**config.mk**
```make
export PLATFORM = sky130hd
export DESIGN_NAME = uart_receiver
export DESIGN_NICKNAME = d
export VERILOG_FILES = /design/src/rtl/uart_receiver.sv
export SDC_FILE = /design/constraint.sdc
export NUM_CORES = 1
export LEC_CHECK = 0
export CORE_MARGIN = 3
export CORE_UTILIZATION = 55
export DETAILED_ROUTE_END_ITERATION = 10
export PLACE_DENSITY = 0.74
export SLEW_MARGIN = 20
export SYNTH_ARGS = -nofsm -noshare
export SYNTH_HDL_FRONTEND = slang
export SYNTH_SLANG_ARGS = --single-unit
export TNS_END_PERCENT = 20
```
**constraint.sdc**
```tcl
create_clock -name clk -period 6.6 [get_ports clk]
set_input_delay 1.32 -clock clk [delete_from_list [all_inputs] [get_ports clk]]
set_output_delay 1.32 -clock clk [all_outputs]
set_load 0.01 [all_outputs]
```
**src/rtl/uart_receiver.sv**
```systemverilog
`timescale 1ns/1ps
// uart_receiver
//   8N1 asynchronous serial receiver with mid-bit sampling, start-bit glitch
//   rejection, framing-error detection with break handling, and a small
//   show-ahead FIFO popped by a valid/ready handshake.
//
// Ports
//   clk          system clock
//   rst_n        asynchronous active-low reset
//   rx           serial line (idles high, asynchronous to clk)
//   clr_err      one-cycle pulse clearing framing_err and overrun
//   rx_ready     consumer takes rx_data this cycle
//   rx_data      byte at the FIFO head
//   rx_valid     FIFO not empty
//   rx_busy      frame in progress (any state other than idle)
//   framing_err  sticky: stop bit sampled low
//   overrun      sticky: a good byte was dropped because the FIFO was full
module uart_receiver #(
  parameter int unsigned CLKS_PER_BIT = 87,
  parameter int unsigned FIFO_DEPTH   = 4
) (
  input  logic       clk,
  input  logic       rst_n,
  input  logic       rx,
  input  logic       clr_err,
  input  logic       rx_ready,
  output logic [7:0] rx_data,
  output logic       rx_valid,
  output logic       rx_busy,
  output logic       framing_err,
  output logic       overrun
);

  localparam int unsigned CW = $clog2(CLKS_PER_BIT);
  localparam int unsigned AW = $clog2(FIFO_DEPTH);

  localparam logic [CW-1:0] HALF_M1  = CW'(CLKS_PER_BIT / 2 - 1);
  localparam logic [CW-1:0] BIT_LAST = CW'(CLKS_PER_BIT - 1);
  localparam logic [AW:0]   FULL_CNT = (AW + 1)'(FIFO_DEPTH);

  typedef enum logic [2:0] {
    S_IDLE,
    S_START,
    S_DATA,
    S_STOP,
    S_BREAK
  } state_t;

  logic          rx_meta_q;
  logic          rx_s_q;
  state_t        state_q;
  logic [CW-1:0] cnt_q;
  logic [2:0]    bit_idx_q;
  logic [7:0]    shift_q;

  logic [7:0]    mem_q [FIFO_DEPTH];
  logic [AW-1:0] wr_ptr_q;
  logic [AW-1:0] rd_ptr_q;
  logic [AW:0]   count_q;

  logic          framing_err_q;
  logic          overrun_q;

  logic stop_sample;
  logic fifo_full;
  logic pop;
  logic push;
  logic ovr_set;
  logic ferr_set;

  // Two-flop synchronizer; flops reset to the idle line level.
  always_ff @(posedge clk or negedge rst_n) begin
    if (!rst_n) begin
      rx_meta_q <= 1'b1;
      rx_s_q    <= 1'b1;
    end else begin
      rx_meta_q <= rx;
      rx_s_q    <= rx_meta_q;
    end
  end

  // A pop in the same cycle frees a slot, so a full FIFO can still accept
  // the byte without an overrun.
  always_comb begin
    stop_sample = (state_q == S_STOP) && (cnt_q == BIT_LAST);
    fifo_full   = (count_q == FULL_CNT);
    pop         = (count_q != '0) && rx_ready;
    push        = stop_sample && rx_s_q && (!fifo_full || pop);
    ovr_set     = stop_sample && rx_s_q && fifo_full && !pop;
    ferr_set    = stop_sample && !rx_s_q;
  end

  always_ff @(posedge clk or negedge rst_n) begin
    if (!rst_n) begin
      state_q   <= S_IDLE;
      cnt_q     <= '0;
      bit_idx_q <= '0;
      shift_q   <= '0;
    end else begin
      case (state_q)
        S_IDLE: begin
          if (!rx_s_q) begin
            state_q <= S_START;
            cnt_q   <= '0;
          end
        end
        S_START: begin
          if (cnt_q == HALF_M1) begin
            cnt_q     <= '0;
            bit_idx_q <= '0;
            state_q   <= rx_s_q ? S_IDLE : S_DATA;
          end else begin
            cnt_q <= cnt_q + CW'(1);
          end
        end
        S_DATA: begin
          if (cnt_q == BIT_LAST) begin
            cnt_q     <= '0;
            shift_q   <= {rx_s_q, shift_q[7:1]};
            bit_idx_q <= bit_idx_q + 3'd1;
            if (bit_idx_q == 3'd7) begin
              state_q <= S_STOP;
            end
          end else begin
            cnt_q <= cnt_q + CW'(1);
          end
        end
        S_STOP: begin
          if (cnt_q == BIT_LAST) begin
            cnt_q   <= '0;
            state_q <= rx_s_q ? S_IDLE : S_BREAK;
          end else begin
            cnt_q <= cnt_q + CW'(1);
          end
        end
        S_BREAK: begin
          // A held-low line yields one framing error, not a string of frames.
          if (rx_s_q) begin
            state_q <= S_IDLE;
          end
        end
        default: begin
          state_q <= S_IDLE;
          cnt_q   <= '0;
        end
      endcase
    end
  end

  always_ff @(posedge clk or negedge rst_n) begin
    if (!rst_n) begin
      for (int unsigned i = 0; i < FIFO_DEPTH; i++) begin
        mem_q[i] <= '0;
      end
      wr_ptr_q <= '0;
      rd_ptr_q <= '0;
      count_q  <= '0;
    end else begin
      if (push) begin
        mem_q[wr_ptr_q] <= shift_q;
        wr_ptr_q        <= wr_ptr_q + AW'(1);
      end
      if (pop) begin
        rd_ptr_q <= rd_ptr_q + AW'(1);
      end
      case ({push, pop})
        2'b10:   count_q <= count_q + (AW + 1)'(1);
        2'b01:   count_q <= count_q - (AW + 1)'(1);
        default: count_q <= count_q;
      endcase
    end
  end

  // Set wins over a coincident clear.
  always_ff @(posedge clk or negedge rst_n) begin
    if (!rst_n) begin
      framing_err_q <= 1'b0;
      overrun_q     <= 1'b0;
    end else begin
      framing_err_q <= ferr_set | (framing_err_q & ~clr_err);
      overrun_q     <= ovr_set  | (overrun_q & ~clr_err);
    end
  end

  always_comb begin
    rx_data     = mem_q[rd_ptr_q];
    rx_valid    = (count_q != '0);
    rx_busy     = (state_q != S_IDLE);
    framing_err = framing_err_q;
    overrun     = overrun_q;
  end

endmodule

```
==> results_dict.tcl, run 1 <==
set metrics [dict create \
    grt_util_met1_pct 25.8 \
    cts_tree "yes" \
    grt_pass1_vias 1824 \
    power_density_mw_per_mm2 260 \
    crit_family "simple AND/OR/NAND/NOR gates" \
    timing.critical_path.mode_cell "xor2_1" \
    post_cts_resized 0 \
    yosys.area_share.adder_pct 4.36 \
    routed_wl_mm 5.25 \
    post-place-ws_ps 2730 \
    post-route-util_pct 65.9 \
    synth_cell_types 46 \
    port_buffers 16 \
    postCtsHoldBufs 0 \
    synth_nets 241 \
    synth_top_family_by_area "multiplexers" \
    ios 17 \
    final_cell_mix "dfrtp_1, mux2_2, nand2_1, clkdlybuf4s50_1, mux2_1" \
    ir_worst_vdd_uv 184 \
    fillers 399 \
    crit_slowest_cell "or4b_2" \
    cts-root-buf "clkbuf_8" \
    dp_hpwl_mm 3.43 \
    nets 262 \
    synth_xor_area_share_pct 2.30 \
    clkTransAtPathRegs_ps 70 \
    synth_ff_type "dfrtp_1" \
    slowest_delay_ps 670 \
    slew_headroom_pct 47.0 \
    clkLatencyLatePin_ps 340 \
    drive_gt1_share_pct 26.3 \
    worst_pin_slew_ps 795 \
    rows 26 \
    start_kind "input port" \
    synth_compound_area_share_pct 5.01 \
    arrival_ps 3780 \
    overflow 0 \
    async_flop_share_pct 100 \
    dpl_cell_area_mm2 0.00327 \
    cp_num_buf_inv 2 \
    grt_max_degree 65 \
    worstSetupPathType "input port to flop" \
    drc 0 \
    fin_tns_setup_ps 0 \
    synthMuxAreaShare_pct 22.1 \
    cts_buffer_depth 2 \
    grt_pass1_wl_mm 9.09 \
    worst_slack_ps 3090 \
    final_common_cell "dfrtp_1" \
    yosys.area_share.simple_pct 11.5 \
    drv_slew 0 \
    detail_route.iter0.violations 110 \
    hp-class "flop to flop" \
    synth.avg_cell_area_um2 13.5 \
    synth_cells 226 \
    drt-pass1-iter-count 4 \
    period_share_pct 53.2 \
    synth_edf_count 0 \
    yosysWarningCount 0 \
    ys_seq_area_share_pct 52.7 \
    synth_area_mm2 0.00304 \
    post_cts_buffers 0 \
    grt_use_total_pct 19.4 \
    grt.busiest_layer "met2" \
    finalSetupViolCount 0 \
    coreArea_mm2 0.00524 \
    crit_path_max_fanout 4 \
    syn2layout_area_growth_pct 13.4 \
    worstPathCellList "clkdlybuf4s50_1, or4b_2, nor4b_4, nand2_1, ha_1, inv_1, fa_1, xor2_1, nor2_1, xor2_1" \
    antenna_found_initial 0 \
    start_util_pct 58.1 \
    drv_cap 0 \
    clock-skew-final_ps 6.10 \
    htreeDepth 3 \
    dieHeight_um 80.4 \
    synth-seq-cells 64 \
    antennaDiodeCount 0 \
    fin_crit_ps 3510 \
    die_x_um 80.4 \
    power_uw 897 \
    num_vias 1794 \
    final_area_mm2 0.00345 \
    grt_setup_unrepaired "no" \
    met2_usage_pct 29.1 \
    power.leakage_uw 0.00161 \
    dieArea_mm2 0.00646 \
    outcome "completed" \
    ant_nets 0 \
    grt.met3_usage_pct 5.04 \
    vias_per_cell 5.59 \
    cts.sinks 64 \
    cts_buffers 9 \
    required_ps 6870 \
    finalHoldViolCount 0 \
    critPathCaptureType "flop" \
    fmax_mhz 285 \
    place.gp.congestion 0.759 \
    routedWlPerCell_um 16.4 \
]
registers in the layout, indices dropped and copies added (netlist names):
| name | flops |
|---|---|
| bit_idx_q | 3 |
| cnt_q | 7 |
| count_q | 3 |
| framing_err | 1 |
| mem_q | 32 |
| overrun | 1 |
| rd_ptr_q | 2 |
| rx_meta_q | 1 |
| rx_s_q | 1 |
| shift_q | 8 |
| state_q | 3 |
| wr_ptr_q | 2 |
cell usage after synthesis, types with 3 or more instances:
library cell	instances	share of area [%]
a21oi_1	4	0.66
and2_1	4	0.82
clkbuf_1	4	0.49
dfrtp_1	62	51
ha_1	9	3.7
inv_1	9	1.1
mux2_1	11	4.1
mux2_2	31	11
mux4_2	8	5.9
nand2_1	15	1.8
nand3_1	5	0.82
nand3_4	3	1.7
nor2_1	6	0.74
o21ai_0	6	0.99
xnor2_1	5	1.4
xor2_1	3	0.86
layer usage:
| metal | up-vias | wire [um] |
|---|---|---|
| li1 | 861 | - |
| met1 | 895 | 2480 |
| met2 | 28 | 2440 |
| met3 | 10 | 204 |
| met4 | 0 | 125 |
| met5 | - | 0 |
metrics by stage:
stage / cells / hold WS [ps]
after floorplan: 226 / 345
after global placement: 306 / 350
after detailed placement: 306 / 354
after CTS: 321 / 370
after global routing: 321 / 375
final: 321 / 366
report_power, final:
group	internal, uW	total [uW]	switching (uW)
clock network	181	327	147
registers	414	460	46.4
logic	61.0	109	47.9
total	656	897	241
final timing paths:
kind                           start          to  slack, ps  depth (start not counted)
max reg2reg                 cnt_q[0]  count_q[1]       3980                          9
max in group asynchronous      rst_n  state_q[0]       4930                          2
min                        rx_meta_q      rx_s_q        370                          0
min reg2reg                rx_meta_q      rx_s_q        370                          0
max                         rx_ready  count_q[2]       3090                         10
min in group asynchronous      rst_n    mem_q[2]       1140                          2
layout make-up:
cell class                 instances  area, um2  area share, %
sequential                        64       1600           46.4
clock inverter                     4       45.0           1.30
multi-input combinational        146       1380           39.9
timing repair buffer              17        163           4.71
clock buffer                      11        141           4.09
tap                               70       87.6           2.54
inverter                           9       33.8          0.978
cell families after synthesis:
| kind of cell | count (synthesis) |
|---|---|
| AND/OR/NAND/NOR | 53 |
| buffers and inverters | 16 |
| multiplexers | 52 |
| adder cells (fa/ha/maj) | 10 |
| flip-flops | 64 |
| XOR/XNOR | 8 |
| AO/OA/AOI/OAI | 23 |
Power figures use the tool's default switching activity.
==> run 2: changes to the inputs <==
- clock period: 6.6 -> 3.52 ns (I/O delays scaled with it)
==> run 2 against run 1 <==
Register-to-register slack got worse by 3100 ps. Sequential share of layout area decreased by 0.23 points. Non-clock buffer count increased by 1. Sequential power increased by 88%. Sequential cell count unchanged. Die area unchanged.
==> results_dict.tcl, run 2 (same netlist as run 1, synthesis figures left out) <==
set metrics [dict create \
    power_density_mw_per_mm2 485 \
    multi_input_area_mm2 0.00138 \
    required_ps 2820 \
    drv_slew 0 \
    crit_path_max_fanout 10 \
    clkLatencyLatePin_ps 340 \
    detail_route.iter0.violations 81 \
    cts_buffer_depth 2 \
    largest_reg_flops 32 \
    fmax_mhz 348 \
    cts_buffers 9 \
    grt.met3_usage_pct 5.72 \
    antennaDiodeCount 0 \
    routed_wl_mm 5.28 \
    grt.busiest_layer "met2" \
    worstPathCellList "mux4_2, clkdlybuf4s50_1" \
    grt_pass1_vias 1838 \
    ios 17 \
    worst-r2r-cell-count 11 \
    grt_use_total_pct 19.0 \
    dpl_cell_area_mm2 0.00327 \
    grt_setup_unrepaired "no" \
    grt_util_met1_pct 25.8 \
    antenna_found_initial 0 \
    post_cts_resized 0 \
    cts.sinks 64 \
    ant_nets 0 \
    power.leakage_uw 0.00161 \
    vias_per_cell 5.52 \
    place.gp.congestion 0.755 \
    holdWs_ps 357 \
    drv_cap 0 \
    hold_path_depth 0 \
    final_cell_mix "dfrtp_1, mux2_2, nand2_1, clkdlybuf4s50_1, mux2_1" \
    die_x_um 80.4 \
    syn2layout_area_growth_pct 14.0 \
    num_vias 1784 \
    hp-class "flop to flop" \
    dp_hpwl_mm 3.54 \
    clkTransAtPathRegs_ps 70 \
    start_kind "flop" \
    finalSetupViolCount 0 \
    arrival_ps 2170 \
    crit_slowest_cell "dfrtp_1" \
    cts_tree "yes" \
    start_util_pct 58.1 \
    port_buffers 16 \
    routedWlPerCell_um 16.3 \
    slew_headroom_pct 37.7 \
    cts-root-buf "clkbuf_8" \
    drt-pass1-iter-count 4 \
    overflow 0 \
    nets 263 \
    worstSetupPathType "flop to primary output" \
    met2_usage_pct 29.6 \
    power_uw 1680 \
    fin_crit_ps 2870 \
    drc 0 \
    ir_worst_vdd_uv 320 \
    top_register "mem_q" \
    regArea_mm2 0.00160 \
    finalHoldViolCount 0 \
    reg.largest.list "mem_q x32, shift_q x8, cnt_q x7" \
    post_cts_buffers 0 \
    fin_tns_setup_ps 0 \
    outcome "completed" \
    drive_gt1_share_pct 27.3 \
    rows 26 \
    htreeDepth 3 \
    grt_pass1_wl_mm 9.07 \
    dieHeight_um 80.4 \
    worst_pin_slew_ps 934 \
    grt_max_degree 43 \
    clock-skew-final_ps 5.39 \
    final_common_cell "dfrtp_1" \
    final_area_mm2 0.00347 \
    coreArea_mm2 0.00524 \
    dieArea_mm2 0.00646 \
    fillers 391 \
    critPathCaptureType "primary output" \
    period_share_pct 81.6 \
    slowest_delay_ps 750 \
    postCtsHoldBufs 0 \
]
==> run 2: worst paths after layout <==
check / startpoint / slack [ps] / to
max in group asynchronous: rst_n / 2240 / rx_s_q
hold / removal: rx_meta_q / 360 / rx_s_q
hold reg to reg: rx_meta_q / 360 / rx_s_q
min in group asynchronous: rst_n / 500 / mem_q[24]
setup / recovery: rd_ptr_q[0] / 650 / rx_data[7]
setup reg to reg: cnt_q[0] / 930 / count_q[2]
==> run 2: worst max-delay path, delay by kind of cell, from the launching register on <==
| kind | cells | cell delay, ps |
|---|---|---|
| buf+inv | 1 | 490 |
| mux | 1 | 590 |
| flops | 1 | 750 |
==> run 2: per-layer routing <==
layer / vias to the layer above / share of wire, %
met1: 885 / 48
met4: 0 / 0.47
met2: 33 / 48
met5: - / 0
li1: 864 / -
met3: 2 / 3.3
==> run 2: layout make-up <==
| type | count | area share (%) |
|---|---|---|
| flip-flops and latches | 64 | 46.2 |
| multi-input cells | 146 | 39.7 |
| repair buffers | 18 | 4.90 |
| clock buffers | 9 | 3.57 |
| well taps | 70 | 2.52 |
| clock inverters | 7 | 2.09 |
| inverters | 9 | 0.973 |
==> run 2: report_power, final <==
part	switching, uW	total, uW	leakage, uW	internal, uW
clock	293	620	0.0000952	326
sequential	88.9	865	0.000869	776
combinational	84.7	198	0.000646	113
total	467	1680	0.00161	1220
==> run 2: metrics by stage <==
| stage | utilization [%] | std cells | worst slack (ps) |
|---|---|---|---|
| 2_1_floorplan | - | 226 | 815 |
| 3_3_place_gp | 62.5 | 307 | 314 |
| 3_5_place_dp | 62.5 | 307 | 282 |
| 4_1_cts | 66.3 | 323 | 604 |
| 5_1_grt | 66.3 | 323 | 540 |
| 6_report | 66.3 | 323 | 647 |
==> run 3: changes to the inputs <==
- CORE_UTILIZATION: 55 -> 53
- PLACE_DENSITY: 0.74 -> 0.75
- clock period: 3.52 -> 2.4 ns (I/O delays scaled with it)
==> run 3 against run 2 <==
Cell area increased by 4.7%. Count of clock-buffer cells in the layout is 1 higher. Total power increased by 46%. Clock skew up 3.5 ps. Non-clock buffer count up 16. Sequential share of layout area fell by 2.1 points. Register-to-register slack got worse by 870 ps. Sequential cell count unchanged. Sequential power is 42% higher. First-iteration DRC count shrank 14%. Routed wire length increased by 4.3%. Critical path depth increased by 9. Largest cell class unchanged. Largest power group unchanged.
==> results_dict.tcl, run 3 (same netlist as run 1, synthesis figures left out) <==
set metrics [dict create \
    outcome "completed" \
    placed_cells 318 \
    antennaDiodeCount 0 \
    routed_wl_mm 5.51 \
    cts.sinks 64 \
    start_util_pct 57.1 \
    drv_slew 0 \
    die_x_um 81.8 \
    start_kind "flop" \
    worstSetupPathType "flop to flop" \
    power_density_mw_per_mm2 678 \
    dieHeight_um 81.8 \
    period_share_pct 97.4 \
    clkLatencyLatePin_ps 340 \
    finalSetupViolCount 0 \
    fin_crit_ps 2340 \
    ant_nets 0 \
    cts_tree "yes" \
    fmax_mhz 428 \
    final_common_cell "dfrtp_1" \
    htreeDepth 3 \
    holdWs_ps 106 \
    place.gp.congestion 0.767 \
    clock-skew-final_ps 8.86 \
    power.leakage_uw 0.00183 \
    crit_path_max_fanout 5 \
    stdcell_count 339 \
    worstSetupStartpoint "cnt_q[0]" \
    fin_tns_setup_ps 0 \
    reg.largest.list "mem_q x32, shift_q x8, cnt_q x7" \
    reg2reg_slack_ps 60 \
    cts_buffer_depth 2 \
    drive_gt1_share_pct 33.8 \
    grt_setup_unrepaired "yes" \
    cts-root-buf "clkbuf_8" \
    detail_route.iter0.violations 70 \
    grt_pass1_wl_mm 9.54 \
    final_cell_mix "dfrtp_1, mux2_2, buf_4" \
    grt_use_total_pct 19.7 \
    ir_worst_vdd_uv 510 \
    rows 26 \
    syn2layout_area_growth_pct 19.3 \
    nets 279 \
    num_vias 1855 \
    dp_hpwl_mm 3.74 \
    critPathCaptureType "flop" \
    vias_per_cell 5.47 \
    finalHoldViolCount 0 \
    routedWlPerCell_um 16.2 \
    clkTransAtPathRegs_ps 70 \
    worst_pin_slew_ps 504 \
    drv_cap 0 \
    ios 17 \
    required_ps 2610 \
    coreArea_mm2 0.00534 \
    dieArea_mm2 0.00669 \
    overflow 0 \
    arrival_ps 2550 \
    power_uw 2460 \
    port_buffers 16 \
    largest_reg_flops 32 \
    top_register "mem_q" \
    drt-pass1-iter-count 4 \
    grt_max_degree 31 \
    drc 0 \
    grt_pass1_vias 1920 \
    antenna_found_initial 0 \
    r2r_start "cnt_q[0]" \
    slew_headroom_pct 66.4 \
    cts_buffers 9 \
    hp-class "input port to async pin" \
]
==> run 3: cell count changes in the layout (fill, tap and decap cells not counted), sizes merged <==
cell	change
bufinv	-1
clkdlybuf4s50	-8
dlymetal6s2s	+8
buf	+16
clkinv	+1
clkbuf	+1
clkinvlp	-1
==> run 3: final timing paths <==
| kind | to | cells past startpoint |
|---|---|---|
| max | count_q[2] | 11 |
| min | mem_q[20] | 1 |
| max reg2reg | count_q[2] | 11 |
| min reg2reg | rx_s_q | 0 |
| max in group asynchronous | rx_meta_q | 2 |
| min in group clk | rx_s_q | 0 |
==> run 3: final cells by class <==
class | instances | area (um2)
Timing Repair Buffer | 34 | 330
Sequential cell | 64 | 1600
Inverter | 9 | 33.8
Clock buffer | 10 | 128
Tap cell | 70 | 87.6
Fill cell | 409 | 1700
Multi-Input combinational cell | 146 | 1410
Clock inverter | 6 | 36.3
==> run 3: what timing repair did <==
| action | 4_1_cts | 5_1_grt |
|---|---|---|
| gates cloned | 0 | 0 |
| setup endpoints to repair | 3 | 9 |
| endpoints found under the hold margin | 0 | 0 |
| hold buffers | 0 | 0 |
| resized for setup | 2 | 15 |
| setup buffers | 1 | 4 |
| pin swaps | 4 | 5 |
==> run 3: through the flow <==
stage               area, um2  setup WS [ps]  util (%)
floorplan                3050           12.7         -
global placement         3380           -286      63.3
detailed placement       3380           -400      63.3
CTS                      3550           13.7      66.6
global route             3630          -54.4      68.1
finish                   3630           62.1      68.1
==> run 3: worst max-delay path, cell delays in order (launching register included) <==
cell and delay [ps]:
dfrtp_1 410, inv_1 70, ha_2 170, nand4b_1 240, nor4b_4 390, nand2_2 120, ha_4 180, inv_2 50
fa_2 200, xor2_2 150, nor2_2 60, xor2_1 150
==> run 3: where the power goes <==
group          internal (uW)  switching [uW]  leakage (uW)  total [uW]
sequential              1140            86.0      0.000869        1230
clock                    369             414     0.0000858         783
combinational            247             207      0.000872         454
==> run 3: metal layers <==
layer	GRT usage [%]	vias to the layer above	wire, um
li1	-	890	-
met1	26.0	930	2560
met2	31.0	26	2710
met3	5.04	9	155
met4	7.97	0	80
met5	0	-	0
